<file path="config.mk">
export PLATFORM = sky130hd
export DESIGN_NAME = mem_copier
export DESIGN_NICKNAME = d
export VERILOG_FILES = /design/src/rtl/mem_copier.sv
export SDC_FILE = /design/constraint.sdc
export NUM_CORES = 1
export LEC_CHECK = 0
export CORE_ASPECT_RATIO = 0.8
export CORE_UTILIZATION = 48
export CTS_CLUSTER_SIZE = 14
export DETAILED_ROUTE_END_ITERATION = 8
export DONT_BUFFER_PORTS = 1
export PLACE_DENSITY_LB_ADDON = 0.05
export SKIP_CTS_REPAIR_TIMING = 1
export SYNTH_ARGS = -nofsm -noshare
export SYNTH_HDL_FRONTEND = slang
export SYNTH_SLANG_ARGS = --single-unit
</file>
<file path="constraint.sdc">
create_clock -name clock -period 3.1 [get_ports clock]
set_input_delay 0.31 -clock clock [delete_from_list [all_inputs] [get_ports clock]]
set_output_delay 0.31 -clock clock [all_outputs]
set_load 0.02 [all_outputs]
</file>
<file path="src/rtl/mem_copier.sv">
// Word-copy DMA engine: alternates granted read and write cycles on a shared
// data-memory port, copying len words from src to dst in ascending order.
module mem_copier #(
  parameter int unsigned MAX_LEN = 32
) (
  input  logic        clock,
  input  logic        resetn,
  input  logic        start,
  input  logic [31:0] src,
  input  logic [31:0] dst,
  input  logic [5:0]  len,
  input  logic        grant,
  input  logic [31:0] mem_rdata,
  output logic        mem_we,
  output logic [31:0] mem_addr,
  output logic [31:0] mem_wdata,
  output logic        busy,
  output logic        done,
  output logic        err
);

  localparam int unsigned AW = 32;
  localparam int unsigned LW = 6;

  localparam logic [1:0] S_IDLE  = 2'd0;
  localparam logic [1:0] S_READ  = 2'd1;
  localparam logic [1:0] S_WRITE = 2'd2;
  localparam logic [1:0] S_DONE  = 2'd3;

  logic [1:0]    state_q,   state_d;
  logic [AW-1:0] src_ptr_q, src_ptr_d;
  logic [AW-1:0] dst_ptr_q, dst_ptr_d;
  logic [AW-1:0] data_q,    data_d;
  logic [LW-1:0] rem_q,     rem_d;
  logic          err_q,     err_d;
  logic          start_ok;

  // A request is accepted only with word-aligned addresses and 1..MAX_LEN words
  assign start_ok = (src[1:0] == 2'b00) && (dst[1:0] == 2'b00) &&
                    (len != '0) && (AW'(len) <= AW'(MAX_LEN));

  always_ff @(posedge clock or negedge resetn) begin
    if (!resetn) begin
      state_q   <= S_IDLE;
      src_ptr_q <= '0;
      dst_ptr_q <= '0;
      data_q    <= '0;
      rem_q     <= '0;
      err_q     <= 1'b0;
    end else begin
      state_q   <= state_d;
      src_ptr_q <= src_ptr_d;
      dst_ptr_q <= dst_ptr_d;
      data_q    <= data_d;
      rem_q     <= rem_d;
      err_q     <= err_d;
    end
  end

  // Next state; an ungranted READ/WRITE cycle is a stall and changes nothing
  always_comb begin
    state_d   = state_q;
    src_ptr_d = src_ptr_q;
    dst_ptr_d = dst_ptr_q;
    data_d    = data_q;
    rem_d     = rem_q;
    err_d     = 1'b0;
    case (state_q)
      S_IDLE: begin
        if (start) begin
          if (start_ok) begin
            state_d   = S_READ;
            src_ptr_d = src;
            dst_ptr_d = dst;
            rem_d     = len;
          end else begin
            err_d = 1'b1;
          end
        end
      end
      S_READ: begin
        if (grant) begin
          data_d    = mem_rdata;
          src_ptr_d = src_ptr_q + AW'(4);
          state_d   = S_WRITE;
        end
      end
      S_WRITE: begin
        if (grant) begin
          dst_ptr_d = dst_ptr_q + AW'(4);
          rem_d     = rem_q - LW'(1);
          state_d   = (rem_q == LW'(1)) ? S_DONE : S_READ;
        end
      end
      S_DONE:  state_d = S_IDLE;
      default: state_d = S_IDLE;
    endcase
  end

  // Port drive is all-zero outside READ/WRITE so it can be OR-muxed with the CPU
  always_comb begin
    mem_we    = 1'b0;
    mem_addr  = '0;
    mem_wdata = '0;
    case (state_q)
      S_READ: mem_addr = src_ptr_q;
      S_WRITE: begin
        mem_addr  = dst_ptr_q;
        mem_wdata = data_q;
        mem_we    = grant;
      end
      default: ;
    endcase
  end

  assign busy = (state_q != S_IDLE);
  assign done = (state_q == S_DONE);
  assign err  = err_q;

endmodule

</file>
# Word-level counts from Yosys, hierarchy flattened
# Index checks and enable logic that the tools add are counted.
[totals]
ff_bits = 105
latch_bits = 0
ram_bits = 0
romBits = 0
in_bits = 106
output_inout_bits = 68
elab_cells = 56
mem_count = 0
[classes]
add_sub_neg = 3
n_mul = 0
n_div = 0
order_cmp = 1
n_eq_ne = 8
shifts = 0
n_mux = 24
bitwise_logic = 0
n_reduce_logical = 14
[ops]
columns = ["cell", "n"]
rows = [
  ["$mux W32", 7],
  ["$pmux W32 S2", 3],
  ["$add A32 B3 Y32 const B", 2],
  ["$mux W6", 3],
  ["$pmux W6 S2", 1],
  ["$reduce_and A4 Y1", 3],
  ["$mux W2", 5],
  ["$ne A2 B2 Y1 const B", 4],
  ["$pmux W2 S4", 1],
  ["$eq A6 B1 Y1 const B", 1],
  ["$le A6 B6 Y1 const B", 1],
  ["$logic_not A2 Y1", 3],
  ["$reduce_bool A2 Y1", 3],
  ["$reduce_bool A6 Y1", 1],
  ["$sub A6 B1 Y6 const B", 1],
  ["$eq A2 B2 Y1 const B", 2],
  ["$mux W1", 4],
  ["$logic_and A1 B1 Y1", 3],
  ["$eq A2 B1 Y1 const B", 1],
  ["$reduce_and A2 Y1", 1],
]

# Logic depth before layout (Yosys ltp)
# Gate-level depths: netlist of run 1.
[logic_depth]
depth_word = 7
depth_mapped = 10

# Worst setup path before layout of run 1
# No wires, ideal clock.
[synth_path]
path_type = "register to output"
startpoint = "register state_q[0]"
endpoint = "output port mem_addr[5]"
arrival_ns = 2.078
t_required_ns = 2.790
setup_slack_ns = 0.712
stages_incl_launch_ff = 8
path_buffers = 3
cell_sequence = "dfrtp_1 inv_1 ha_1 clkbuf_1 clkbuf_1 clkbuf_1 nand2_1 a21boi_0"
[synth_between]
elab_chain_len = 2
word_cells_on_any_way = 3
[synth_lines]
columns = ["item", "line_no", "source"]
rows = [
  ["start: declaration", "30", "logic [1:0] state_q, state_d;"],
  ["start signal: assignment", "51", "state_q <= state_d;"],
  ["$eq A2 B2 Y1 / $eq A2 B1 Y1 (equally long branches)", "105", "case (state_q)"],
  ["$pmux W32 S2 *", "105", ""],
  ["end: declaration", "15", "output logic [31:0] mem_addr,"],
]
# Every way passes the cells marked *; elsewhere a longest branch is shown, timed or not.

# Worst setup path in the final report of run 1
# Same ends and word-level chain as after synthesis.

==> impl_metrics.tcl, run 1 <==
set metrics [dict create \
    ys_ff_latch 105 \
    layout-drive-gt1-share_pct 12.23 \
    synth-xor-area-share_pct 0.1341 \
    fmax_mhz 356.9 \
    synth_cell_type_count 54 \
    synth_top_area_share_pct 40.24 \
    grt_setup_unrepaired "false" \
    crit_required_ns 2.79 \
    synth-compound-area-share_pct 24.95 \
    critical_path_peak_fanout 64 \
    num_rows 37 \
    synth_warnings 0 \
    track_usage_pct 26.13 \
    synth.area.top_cells "dfrtp_1, a21oi_1, mux2_2, nand2_1, and2_1" \
    grt_pass1_vias 5160 \
    clkTransAtPathRegs_ns 0.08 \
    synth_ff_type "dfrtp_1" \
    final_hold_viol_count 0 \
    cts-buffers-inserted 9 \
    critPathLaunchType "flop" \
    numPortBuffers 0 \
    start_util_pct 50.02 \
    finalWorstSetupSlack_ns 0.2982 \
    drc 0 \
    yosys-top-cells-count "dfrtp_1, nand2_1, a21oi_1" \
    wl_per_cell_um 19.97 \
    finalPower_mw 8.760 \
    finalCriticalPeriod_ns 2.802 \
    cap_violations 0 \
    synth_edf_count 0 \
    synth_fa_ha_area_share_pct 1.533 \
    synth_top_family_by_area "compound AO/OA/AOI/OAI gates" \
    setup_viol 0 \
    core_sq_mm 0.01306 \
    io_pins 174 \
    dp_slack_ns 0.6032 \
    finalSetupTns_ns 0 \
    cts-root-buf "clkbuf_16" \
    criticalPathCategory "reg -> out" \
    synth_most_common_cell "dfrtp_1" \
    layout.nets 853 \
    cts_max_level 3 \
    drv_slew 0 \
    via_per_inst 6.264 \
    dieArea_sq_mm 0.01408 \
    syn2layout_area_growth_pct 8.776 \
    synthArstFlopShare_pct 100.0 \
    drt_iter0_drc 649 \
    gp_congestion 0.8746 \
    multi_input_area_sq_mm 0.003636 \
    cts_tree "yes" \
    seq_area_sq_mm 0.002628 \
    slew_headroom_pct 46.83 \
    finClkSkew_ns 0.009822 \
    p_per_area_mw_per_mm2 1233 \
    worst_ep_arrival_time_ns 2.49 \
    die_h_um 106.3 \
    drt-pass1-iter-count 6 \
    leakagePower_nw 2.778 \
    irDropWorstVdd_v 0.0004498 \
    clk_path_buf_depth 2 \
    min_period_over_period_pct 90.38 \
    final_area_sq_mm 0.007103 \
    grt_antenna_before_repair 0 \
    dp_hpwl_mm 13.13 \
    netlist_instances 756 \
    placed_area_sq_mm 0.006770 \
    min_path_type "in -> reg" \
    grt_pass1_wl_mm 28.46 \
    synthSimpleGateAreaFrac_pct 21.77 \
    syn-cell-area_sq_mm 0.006530 \
    postSynthAreaPerCell_sq_um 8.638 \
    fillerInstances 1212 \
    cts_sinks 105 \
    syn-num-nets 870 \
    die_w_um 132.4 \
    ys_seq_area_share_pct 40.24 \
    crit_path_end_kind "primary output" \
    grt_max_degree 106 \
    post_synth_mux_area_share_pct 6.917 \
    vias 5757 \
    worst_pin_slew_ns 0.7976 \
    routed_wl_mm 18.36 \
    status "complete, no violations" \
    ant_nets 0 \
    yosys.area.top_type "dfrtp_1" \
    clk_latency_ns 0.36 \
    grt_overflow 0 \
    n_antenna_cell 0 \
]
## final cells by class
| class | count | area share [%] |
|---|---|---|
| tap | 175 | 3.083 |
| clock inverter | 7 | 0.9864 |
| multi-input combinational | 578 | 51.19 |
| sequential | 105 | 36.99 |
| inverter | 16 | 0.8455 |
| timing repair buffer | 29 | 3.734 |
| clock buffer | 9 | 3.171 |
## where the power goes
part,switching (mW),internal (mW)
registers,0.730,2.07
clock network,0.578,0.570
logic,2.96,1.85
total,4.27,4.49
## stage by stage
stage / hold slack, ns / std cells / utilization [%]
floorplan: 0.01441 / 756 / -
global placement: 0.01697 / 901 / 51.86
detailed placement: 0.01700 / 901 / 51.86
CTS: -0.3766 / 917 / 54.12
global route: 0.06430 / 919 / 54.41
finish: 0.06370 / 919 / 54.41
## sequential cells by signal, summed over array words and instances, names as in the netlist
signal,count
data_q,32
dst_ptr_q,32
err,1
rem_q,6
src_ptr_q,32
state_q,2
## critical path: stages, from the launching register on
cell,delay [ns]
dfrtp_1,0.44
inv_1,0.17
ha_4,0.41
buf_4,0.53
nand2_1,0.19
a21boi_0,0.21
buf_4,0.17
## layer usage
| layer | up-vias | part of all wire [%] | global-route usage (%) | routed length (um) |
|---|---|---|---|---|
| li1 | 2761 | - | - | - |
| met1 | 2746 | 47 | 38.91 | 8671 |
| met2 | 231 | 43 | 36.80 | 7806 |
| met3 | 19 | 8.8 | 6.581 | 1617 |
| met4 | 0 | 1.4 | 7.882 | 261 |
| met5 | - | 0 | 0 | 0 |
## cells in the final DEF, fill, tap and decap left out, drive strengths merged, types with 3 or more instances in the layout
| master | instances |
|---|---|
| dfrtp | 105 |
| nand2 | 98 |
| a21oi | 90 |
| and2 | 39 |
| o21ai | 38 |
| mux2 | 33 |
| o22ai | 29 |
| nand3 | 28 |
| buf | 28 |
| inv | 21 |
| a21boi | 20 |
| nor2b | 18 |
| nor2 | 18 |
| a22oi | 17 |
| nand4 | 16 |
| and3 | 14 |
| a2bb2oi | 12 |
| o31ai | 11 |
| clkbuf | 9 |
| nand2b | 8 |
| and4 | 8 |
| mux2i | 8 |
| nor3 | 8 |
| ha | 8 |
| a31oi | 7 |
| or4 | 7 |
| o41ai | 5 |
| a22o | 4 |
| o32ai | 4 |
| or3 | 4 |
| nor4 | 3 |
| o31a | 3 |
| o22a | 3 |
## worst paths after layout
check / start / endpoint / slack (ns) / depth (start not counted)
max in group asynchronous: resetn / rem_q[1]$_DFFE_PN0P_ / 2.11 / 2
setup reg to reg: state_q[0]$_DFFE_PN0P_ / dst_ptr_q[2]$_DFFE_PN0P_ / 0.57 / 8
hold reg to reg: data_q[15]$_DFFE_PN0P_ / data_q[15]$_DFFE_PN0P_ / 0.50 / 1
setup / recovery: state_q[0]$_DFFE_PN0P_ / mem_addr[5] / 0.30 / 6
hold / removal: start / err$_DFF_PN0_ / 0.06 / 2
min in group asynchronous: resetn / src_ptr_q[19]$_DFFE_PN0P_ / 0.54 / 2
## cell families (layout without fill, tap and decap cells)
logic type	count (synthesis)	count (layout)
simple gates	274	274
buf+inv	73	61
fa+ha+maj	8	8
mux	41	41
flops	105	105
compound gates	254	254
xor+xnor	1	1
(Power assumes the default switching activity.)
==> run 2, diff against run 1 <==
- CORE_UTILIZATION: 48 -> 60
==> impl_metrics.tcl, run 2 (synthesis gave the netlist of run 1 again) <==
set metrics [dict create \
    drv_slew 0 \
    drt-pass1-iter-count 7 \
    clk_path_buf_depth 2 \
    worst_ep_arrival_time_ns 2.34 \
    largestRegisters "data_q x32, dst_ptr_q x32, src_ptr_q x32" \
    drc 4 \
    status "complete, but fails checks" \
    grt_overflow 0 \
    min_path_type "in -> reg" \
    finalPower_mw 8.780 \
    ant_nets 0 \
    finClkSkew_ns 0.009645 \
    core_sq_mm 0.01041 \
    critical_path_peak_fanout 149 \
    r2r_start "state_q[0]$_DFFE_PN0P_" \
    cts_sinks 105 \
    rr_worst_depth 8 \
    max_stage_delay_ns 0.45 \
    hold_slack_ns 0.09271 \
    crit_path_end_kind "primary output" \
    vias 5888 \
    min_period_over_period_pct 85.40 \
    fmax_mhz 377.7 \
    finalCriticalPeriod_ns 2.647 \
    wl_met1_mm 8.069 \
    mostFrequentLayoutCell "dfrtp_1" \
    num_rows 33 \
    cap_violations 0 \
    gp_congestion 0.8886 \
    drt_iter0_drc 768 \
    cts-buffers-inserted 9 \
    reg2reg_slack_ns 0.48 \
    wl_met2_mm 7.782 \
    track_usage_pct 30.68 \
    layout.nets 857 \
    grt_max_degree 150 \
    met3_length_mm 1.592 \
    io_pins 174 \
    die_h_um 95.31 \
    routed_wl_mm 17.72 \
    final_hold_viol_count 0 \
    cpMaxStageDelayCell "dfrtp_1" \
    criticalPathCategory "reg -> out" \
    setup_viol 0 \
    highest_layer "met4" \
    failed_checks "DRC" \
    crit_required_ns 2.79 \
    cts-root-buf "clkbuf_16" \
    grt_setup_unrepaired "false" \
    grt_pass1_wl_mm 27.27 \
    n_antenna_cell 0 \
    grt_pass1_vias 5140 \
    final_cell_mix "dfrtp_1, nand2_1, a21oi_1, and2_1, o21ai_0" \
    via_per_inst 6.631 \
    dieArea_sq_mm 0.01131 \
    whs_endpoint "err$_DFF_PN0_" \
    cts_tree "yes" \
    syn2layout_area_growth_pct 8.565 \
    irDropWorstVdd_v 0.0008396 \
    numPortBuffers 0 \
    layout-drive-gt1-share_pct 12.70 \
    grt_antenna_before_repair 0 \
    cts_max_level 3 \
    dp_hpwl_mm 12.53 \
    slew_headroom_pct 43.70 \
    die_w_um 118.6 \
    path_cells "inv_1 > ha_4 > buf_12 > nand2_1 > a21boi_0 > buf_4" \
    clk_latency_ns 0.35 \
    leakagePower_nw 2.797 \
    min_from "start" \
    clkTransAtPathRegs_ns 0.07 \
    critPathLaunchType "flop" \
    finalSetupTns_ns 0 \
    worst_pin_slew_ns 0.8445 \
    wl_per_cell_um 19.96 \
    rr_endpoint "dst_ptr_q[19]$_DFFE_PN0P_" \
    whs_path_depth 2 \
    p_per_area_mw_per_mm2 1238 \
    start_util_pct 62.76 \
]
==> run 2: cell count changes in the layout (fill, tap and decap cells not counted), sizes merged <==
cell | previous run | this run
inv | 21 | 20
buf | 28 | 32
clkinv | 1 | 2
==> run 2: worst max-delay path: cells and delay by family, from the launching register on <==
family	cells	cell delay (ns)
flip-flops	1	0.45
AND/OR/NAND/NOR	1	0.27
AO/OA/AOI/OAI	1	0.23
adder cells (fa/ha/maj)	1	0.19
buffers and inverters	3	0.75
==> run 2: worst max path at each step <==
stage	startpoint	to	slack (ns)
5_1_grt	state_q[1]$_DFFE_PN0P_	dst_ptr_q[19]$_DFFE_PN0P_	0.32
3_3_place_gp	len[3]	dst_ptr_q[30]$_DFFE_PN0P_	0.55
6_report	state_q[0]$_DFFE_PN0P_	mem_addr[10]	0.45
2_1_floorplan	state_q[0]$_DFFE_PN0P_	mem_addr[5]	0.71
4_1_cts	state_q[0]$_DFFE_PN0P_	mem_addr[25]	0.52
3_5_place_dp	len[3]	dst_ptr_q[30]$_DFFE_PN0P_	0.51
==> run 2: layer usage <==
layer  global-route usage (%)  vias to the layer above
li1                         -                     2751
met4                    8.333                        0
met1                    45.37                     2855
met2                    44.44                      259
met5                        0                        -
met3                    7.715                       23
==> run 2: final cells by class <==
cell class / instances / area, sq um
fill: 867 / 3316
clock buffer: 9 / 225.2
timing repair buffer: 33 / 295.3
sequential: 105 / 2628
multi-input combinational: 578 / 3636
tap: 140 / 175.2
clock inverter: 7 / 70.07
inverter: 16 / 60.06
==> run 2: power breakdown <==
group | total [mW] | switching, mW | internal, mW
Clock | 1.14 | 0.566 | 0.569
Combinational | 4.84 | 2.95 | 1.89
Sequential | 2.81 | 0.738 | 2.07
Total | 8.78 | 4.25 | 4.53
==> run 2: stage by stage <==
step	setup WS (ns)	std cells	area (sq um)	util [%]
after floorplan	0.7115	756	6530	-
after global placement	0.5520	870	6756	64.94
after detailed placement	0.5124	870	6756	64.94
after CTS	0.5166	886	7052	67.77
after global routing	0.3236	888	7089	68.13
final	0.4527	888	7089	68.13
==> run 3, diff against run 2 <==
- HOLD_SLACK_MARGIN: unset -> 0.06
==> results of run 3 <==
Same layout as run 2: the final DEF is identical, and so are final timing and power.
